`src/rtl/hex_display_ctrl_pkg.sv`:
```
// +----------------------------------------------------------------------+
// | hex_disp_pkg : shared states, modes and segment encodings            |
// | Rev 1.0                                                              |
// +----------------------------------------------------------------------+
`default_nettype none

package hex_disp_pkg;

  typedef enum logic [1:0] {
    IDLE    = 2'd0,
    CONVERT = 2'd1,
    UPDATE  = 2'd2
  } state_t;

  localparam logic MODE_HEX = 1'b0;
  localparam logic MODE_DEC = 1'b1;

  localparam logic [6:0] SEG_BLANK = 7'h7F;
  localparam logic [6:0] SEG_DASH  = 7'h3F;

  // Active-low patterns, bit0 = segment a .. bit6 = segment g
  localparam logic [6:0] SEG_TABLE [16] = '{
    7'h40, 7'h79, 7'h24, 7'h30, 7'h19, 7'h12, 7'h02, 7'h78,
    7'h00, 7'h10, 7'h08, 7'h03, 7'h46, 7'h21, 7'h06, 7'h0E
  };

endpackage

`default_nettype wire

```
`src/rtl/hex_display_ctrl_seg_encode.sv`:
```
// +----------------------------------------------------------------------+
// | hex_seg_encode : one hex digit plus blank flag -> active-low segments|
// | Rev 1.0                                                              |
// +----------------------------------------------------------------------+
`default_nettype none

module hex_seg_encode
  import hex_disp_pkg::*;
(
  input  logic [3:0] digit_i,
  input  logic       blank_i,
  output logic [6:0] seg_o
);

  assign seg_o = blank_i ? SEG_BLANK : SEG_TABLE[digit_i];

endmodule

`default_nettype wire

```
`src/rtl/hex_display_ctrl.sv`:
```
// +----------------------------------------------------------------------+
// | hex_display_ctrl : multi-digit 7-seg controller, hex or decimal view |
// | Optional flashing via macro HEX_DISP_BLINK_EN.          Rev 1.0      |
// +----------------------------------------------------------------------+
`default_nettype none

module hex_display_ctrl
  import hex_disp_pkg::*;
#(
  parameter int NUM_DIGITS = 8,
  parameter int DATA_W     = 32,
  parameter int BLINK_DIV  = 25000000
) (
  input  logic                    clk,
  input  logic                    rst_n,
  input  logic [DATA_W-1:0]       value,
  input  logic                    load,
  input  logic                    mode,
  input  logic                    blank_lz,
`ifdef HEX_DISP_BLINK_EN
  input  logic                    blink,
`endif
  output logic                    busy,
  output logic                    ovf,
  output logic [7*NUM_DIGITS-1:0] HEX
);

  localparam int BCD_W = 4 * NUM_DIGITS;
  localparam int CNT_W = $clog2(DATA_W + 1);

  if (NUM_DIGITS < 1 || NUM_DIGITS > 8 || DATA_W < 4 || DATA_W > 32 || BLINK_DIV < 1) begin : g_bad_cfg
    $error("hex_display_ctrl: unsupported parameter set");
  end

  state_t                  state_q;
  logic [DATA_W-1:0]       bin_q, bin_d;
  logic [BCD_W-1:0]        bcd_q, bcd_d, bcd_adj_d;
  logic                    carry_d;
  logic [CNT_W-1:0]        cnt_q;
  logic                    mode_q, blank_lz_q, sticky_q, busy_q, ovf_q;
  logic [7*NUM_DIGITS-1:0] hex_q, seg_d;
  logic [BCD_W-1:0]        hex_nib_d, disp_nib_d;
  logic [NUM_DIGITS-1:0]   lz_d, dig_blank_d;

  // One double-dabble step: correct nibbles >= 5, then shift BCD:binary left
  always_comb begin
    bcd_adj_d = bcd_q;
    for (int k = 0; k < NUM_DIGITS; k++) begin
      if (bcd_q[4*k +: 4] >= 4'd5) bcd_adj_d[4*k +: 4] = bcd_q[4*k +: 4] + 4'd3;
    end
    {carry_d, bcd_d, bin_d} = {bcd_adj_d, bin_q, 1'b0};
  end

  for (genvar b = 0; b < BCD_W; b++) begin : g_hex_bit
    if (b < DATA_W) begin : g_data
      assign hex_nib_d[b] = bin_q[b];
    end else begin : g_pad
      assign hex_nib_d[b] = 1'b0;
    end
  end

  assign disp_nib_d = (mode_q == MODE_DEC) ? bcd_q : hex_nib_d;

  // lz_d[k]: digit k and every digit above it are zero
  for (genvar k = 0; k < NUM_DIGITS; k++) begin : g_digit
    logic upper_zero;
    if (k == NUM_DIGITS - 1) begin : g_top
      assign upper_zero = 1'b1;
    end else begin : g_mid
      assign upper_zero = lz_d[k+1];
    end
    assign lz_d[k]        = upper_zero && (disp_nib_d[4*k +: 4] == 4'd0);
    assign dig_blank_d[k] = blank_lz_q && (k != 0) && lz_d[k];

    hex_seg_encode u_enc (
      .digit_i (disp_nib_d[4*k +: 4]),
      .blank_i (dig_blank_d[k]),
      .seg_o   (seg_d[7*k +: 7])
    );
  end

  always_ff @(posedge clk or negedge rst_n) begin
    if (!rst_n) begin
      state_q    <= IDLE;
      bin_q      <= '0;
      bcd_q      <= '0;
      cnt_q      <= '0;
      mode_q     <= MODE_HEX;
      blank_lz_q <= 1'b0;
      sticky_q   <= 1'b0;
      busy_q     <= 1'b0;
      ovf_q      <= 1'b0;
      hex_q      <= {NUM_DIGITS{SEG_BLANK}};
    end else begin
      case (state_q)
        IDLE: begin
          if (load) begin
            bin_q      <= value;
            mode_q     <= mode;
            blank_lz_q <= blank_lz;
            bcd_q      <= '0;
            cnt_q      <= '0;
            sticky_q   <= 1'b0;
            busy_q     <= 1'b1;
            state_q    <= (mode == MODE_DEC) ? CONVERT : UPDATE;
          end
        end
        CONVERT: begin
          bin_q    <= bin_d;
          bcd_q    <= bcd_d;
          sticky_q <= sticky_q | carry_d;
          cnt_q    <= cnt_q + 1'b1;
          if (cnt_q == CNT_W'(DATA_W - 1)) state_q <= UPDATE;
        end
        UPDATE: begin
          ovf_q   <= (mode_q == MODE_DEC) && sticky_q;
          hex_q   <= ((mode_q == MODE_DEC) && sticky_q) ? {NUM_DIGITS{SEG_DASH}} : seg_d;
          busy_q  <= 1'b0;
          state_q <= IDLE;
        end
        default: state_q <= IDLE;
      endcase
    end
  end

  assign busy = busy_q;
  assign ovf  = ovf_q;

`ifdef HEX_DISP_BLINK_EN
  localparam int BLINK_W = (BLINK_DIV > 1) ? $clog2(BLINK_DIV) : 1;

  logic [BLINK_W-1:0] blink_cnt_q;
  logic               blink_off_q;

  // Blanking only gates the output; stored digits are untouched
  always_ff @(posedge clk or negedge rst_n) begin
    if (!rst_n) begin
      blink_cnt_q <= '0;
      blink_off_q <= 1'b0;
    end else if (!blink) begin
      blink_cnt_q <= '0;
      blink_off_q <= 1'b0;
    end else if (blink_cnt_q == BLINK_W'(BLINK_DIV - 1)) begin
      blink_cnt_q <= '0;
      blink_off_q <= ~blink_off_q;
    end else begin
      blink_cnt_q <= blink_cnt_q + 1'b1;
    end
  end

  assign HEX = (blink && blink_off_q) ? {NUM_DIGITS{SEG_BLANK}} : hex_q;
`else
  assign HEX = hex_q;
`endif

endmodule

`default_nettype wire

```
`config.mk`:
```
export PLATFORM = sky130hd
export DESIGN_NAME = hex_display_ctrl
export DESIGN_NICKNAME = d
export VERILOG_FILES = /design/src/rtl/hex_display_ctrl_pkg.sv /design/src/rtl/hex_display_ctrl_seg_encode.sv /design/src/rtl/hex_display_ctrl.sv
export SDC_FILE = /design/constraint.sdc
export NUM_CORES = 1
export LEC_CHECK = 0
export BUFFER_PORTS_ARGS = -buffer_cell sky130_fd_sc_hd__buf_2
export CAP_MARGIN = 20
export CORE_ASPECT_RATIO = 2
export CORE_MARGIN = 2
export CORE_UTILIZATION = 50
export CTS_BUF_LIST = sky130_fd_sc_hd__clkbuf_4
export DETAILED_ROUTE_END_ITERATION = 8
export GPL_TIMING_DRIVEN = 0
export MAX_ROUTING_LAYER = met4
export PLACE_DENSITY = 0.73
export SLEW_MARGIN = 20
export SYNTH_ARGS = -nofsm -noshare
export SYNTH_HDL_FRONTEND = slang
export SYNTH_SLANG_ARGS = --single-unit
```
`constraint.sdc`:
```
create_clock -name clk -period 2.65 [get_ports clk]
set_input_delay 0.795 -clock clk [delete_from_list [all_inputs] [get_ports clk]]
set_output_delay 0.795 -clock clk [all_outputs]
set_load 0.02 [all_outputs]
```
==> run_results.csv <==
group,metric,value,unit
cts,insertion_delay,0.60,ns
setup_path,cp-end-kind,"flop",
power,swShare,48.8,%
synthesis,synth_edf_count,0,
synthesis,synth-xor-area-share,1.79,%
placement,post-place-ws,-0.829,ns
synthesis,synth_ff_type,"dfrtp_1",
drt,routedWlPerCell,19.7,µm
synthesis,syn-num-nets,989,
run,maxCapViolCount,0,
floorplan,die_y,186,µm
setup_path,cp-start-kind,"flop",
power,vdd_ir_drop_max,545,µV
placement,dp_hpwl,18200,µm
timing,fin_crit_sh,98.5,%
cts,cts_tree,"done",
drt,viasPerCell,6.15,
layout,multi_input_area,4800,µm²
synthesis,synth_top_area_share,23.2,%
floorplan,die_w,95.2,µm
cts,cts.reportedPaths.clkPinSlew,0.13,ns
synthesis,synthAdderAreaFrac,8.88,%
power,comb_power_share,61.2,%
power,p_int,0.00758,W
timing,max_slew.worst_pin.slew,0.688,ns
drt,wirelength,24500,µm
timing,skew,0.0318,ns
timing,setup_ws,0.0404,ns
timing,rsz0062_at_grt,"yes",
drt,drt_iter0_drc,400,
layout,final_common_cell,"buf_2",
synthesis,synth_seq_cells,133,
layout,final_cell_mix,"buf_2 (98), nor2_1 (93), a21oi_1 (79)",
timing,setup_viol,0,
cts,cts.sinks,133,
cts,cts_max_level,4,
setup_path,cp_data_arrival_time,3.13,ns
power,p_leak,4.17,nW
cts,ctsHoldBuffers,0,
drt,antenna_left,0,
timing,min_period,2.61,ns
placement,gp_congestion,0.939,
power,p_total,0.0148,W
layout,n_fill_cell,1390,
drt,via_count,7644,
placement,io_buffers,94,
layout,seqCellArea,3400,µm²
grt,grt_use_total,28.8,%
synthesis,synth_top_family_by_area,"compound AO/OA/AOI/OAI gates",
cts,cts_buffers,17,
synthesis,yosys.area_share.simple,13.3,%
run_status,status,"finished clean",
layout,final_util,60.2,%
synthesis,synthCells,893,
synthesis,synth_area_leaders,"dfrtp_1 (23%), dfstp_2 (18%), ha_1 (8.9%)",
floorplan,start_util,51.1,%
grt,grt_pass1_vias,7515,
timing,holdWs,0.103,ns
floorplan,design.core.area,16300,µm²
drt,firstDrtPassIters,7,
power,clkPwrFrac,9.8,%
cts,cts_buffer_depth,2,
layout,nets,1121,
timing,relSlewSlack,52.8,%
setup_path,crit_type,"flop to flop",
layout,syn_to_final_growth,17.9,%
grt,grt_max_degree,80,
synthesis,muxShareOfSynthArea,7.04,%
grt,antenna_found_initial,1,
layout,layout-drive-gt1-share,26.5,%
worst_hold_path,hp-class,"input port to async pin",
setup_path,crit_required,3.17,ns
synthesis,synth_area_leader_cell,"dfrtp_1",
grt,overflow,0,
floorplan,ios,95,
floorplan,die-area,17700,µm²
timing,final_max_slew_viol_count,0,
timing,finalSetupTns,0,ns
grt,grt_pass1_wl,38300,µm
power,p_switching,0.00722,W
timing,hold_viol,0,
cts,ctsRootBufferMaster,"clkbuf_4",
power,power_frac_seq,29.0,%
synthesis,yosysSeqAreaShare,40.9,%
drt,drc,0,
synthesis,synth_area_per_cell,9.31,µm²
synthesis,yosys_warnings,0,
synthesis,synth-compound-area-share,23.8,%
synthesis,synth.distinct_cells,67,
setup_path,cp_max_fo,8,
power,power_density,1510,nW/µm²
floorplan,rows,66,
synthesis,syn_area,8310,µm²
timing,max_freq,383,MHz
synthesis,synth_async_sr_flop_share,100,%
## cells by family (layout without fill, tap and decap cells)
kind of cell	count (synthesis)	count (layout)
compound gates	312	312
other cells	0	1
fa+ha+maj	59	59
xor+xnor	17	17
mux	53	53
flops	133	133
simple gates	236	236
buf+inv	83	228
## path summary, 6_finish.rpt
check	start	slack, ns	cells past startpoint	end
max in group asynchronous	rst_n	1.76	2	HEX[7]$_DFFE_PN1P_
worst min register to register	HEX[27]$_DFFE_PN1P_	0.47	2	HEX[27]$_DFFE_PN1P_
min in group clk	blank_lz	0.46	2	blank_lz_q$_DFFE_PN0P_
worst max register to register	mode_q$_DFFE_PN0P_	0.04	10	HEX[14]$_DFFE_PN1P_
worst min-delay path	rst_n	0.10	1	bin_q[21]$_DFFE_PN0P_
worst max-delay path	mode_q$_DFFE_PN0P_	0.04	10	HEX[14]$_DFFE_PN1P_
## per-layer routing
| metal | wire length, µm | GRT usage, % | vias to the layer above |
|---|---|---|---|
| met5 | 0 | - | - |
| met4 | 1420 | 18.1 | 0 |
| met3 | 995 | 3.15 | 108 |
| met2 | 13000 | 49.0 | 270 |
| met1 | 9100 | 31.1 | 3702 |
| li1 | - | - | 3564 |
## power groups by stage
| stage | Clock (W) | Combinational (W) | Sequential, W |
|---|---|---|---|
| floorplan | 0 | 0.00566 | 0.00454 |
| global placement | 0 | 0.00808 | 0.00422 |
| detailed placement | 0 | 0.00824 | 0.00426 |
| CTS | 0.00146 | 0.00865 | 0.00425 |
| global route | 0.00153 | 0.00996 | 0.00442 |
| finish | 0.00145 | 0.00906 | 0.00429 |
## critical path: stages (launching register included)
cell and delay (ns):
dfrtp_1 0.44, buf_6 0.14, buf_12 0.11, buf_12 0.14, mux2i_4 0.32, ha_4 0.21
nor4b_4 0.34, o221ai_4 0.21, nor4_4 0.36, nor2_4 0.09, a31oi_1 0.14
## per-stage QoR
stage / instance area, µm² / std cells
after global routing: 9800 / 1243
after CTS: 9610 / 1232
after global placement: 9040 / 1191
after detailed placement: 9080 / 1192
after floorplan: 8310 / 893
final: 9800 / 1243
## synth_stat cells (3+ instances only)
cell type  number
inv_1          36
a221oi_1        4
o22ai_1        65
buf_2           5
o21ai_0        53
o32ai_1         9
o22a_1          6
mux2i_1        29
buf_6           4
xor2_1          9
ha_1           59
xnor2_1         8
clkbuf_1       32
o32a_1          6
nor3_1         17
a211oi_1        6
o21ai_1         4
nand3_1         5
a31oi_1        26
a22o_1          5
and2_1          8
mux2_2         18
o211ai_1        5
dfstp_2        56
nand2b_1       12
a32o_1          8
nand2_1        72
nor2b_1         7
nor2_1         93
dfrtp_1        77
o31ai_1         8
a22oi_1         9
mux2i_2         4
a32oi_1         4
a21oi_1        82
buf_4           3
nor3b_1         3
## state kept, by name, indices dropped and copies added, names as in the netlist, 2 cells and up
register and flops:
HEX 56, bcd_q 32, bin_q 32, cnt_q 6, state_q 2
## final cells by class
cell class                 count  share of cell area (%)
clock buffer                  18                    1.38
timing repair buffer         113                    6.69
multi-input combinational    677                    49.0
tap                          204                    2.61
antenna                        1                  0.0255
sequential                   133                    34.7
buffer                        46                    2.58
inverter                      37                    1.42
clock inverter                14                    1.58
## repair_timing
item / in CTS / in global routing
endpoints found under the setup margin: 46 / 28
setup buffers: 8 / 10
gates cloned: 0 / 0
pin swaps: 3 / 8
gates resized for setup: 31 / 21
Power figures use the tool's default switching activity.
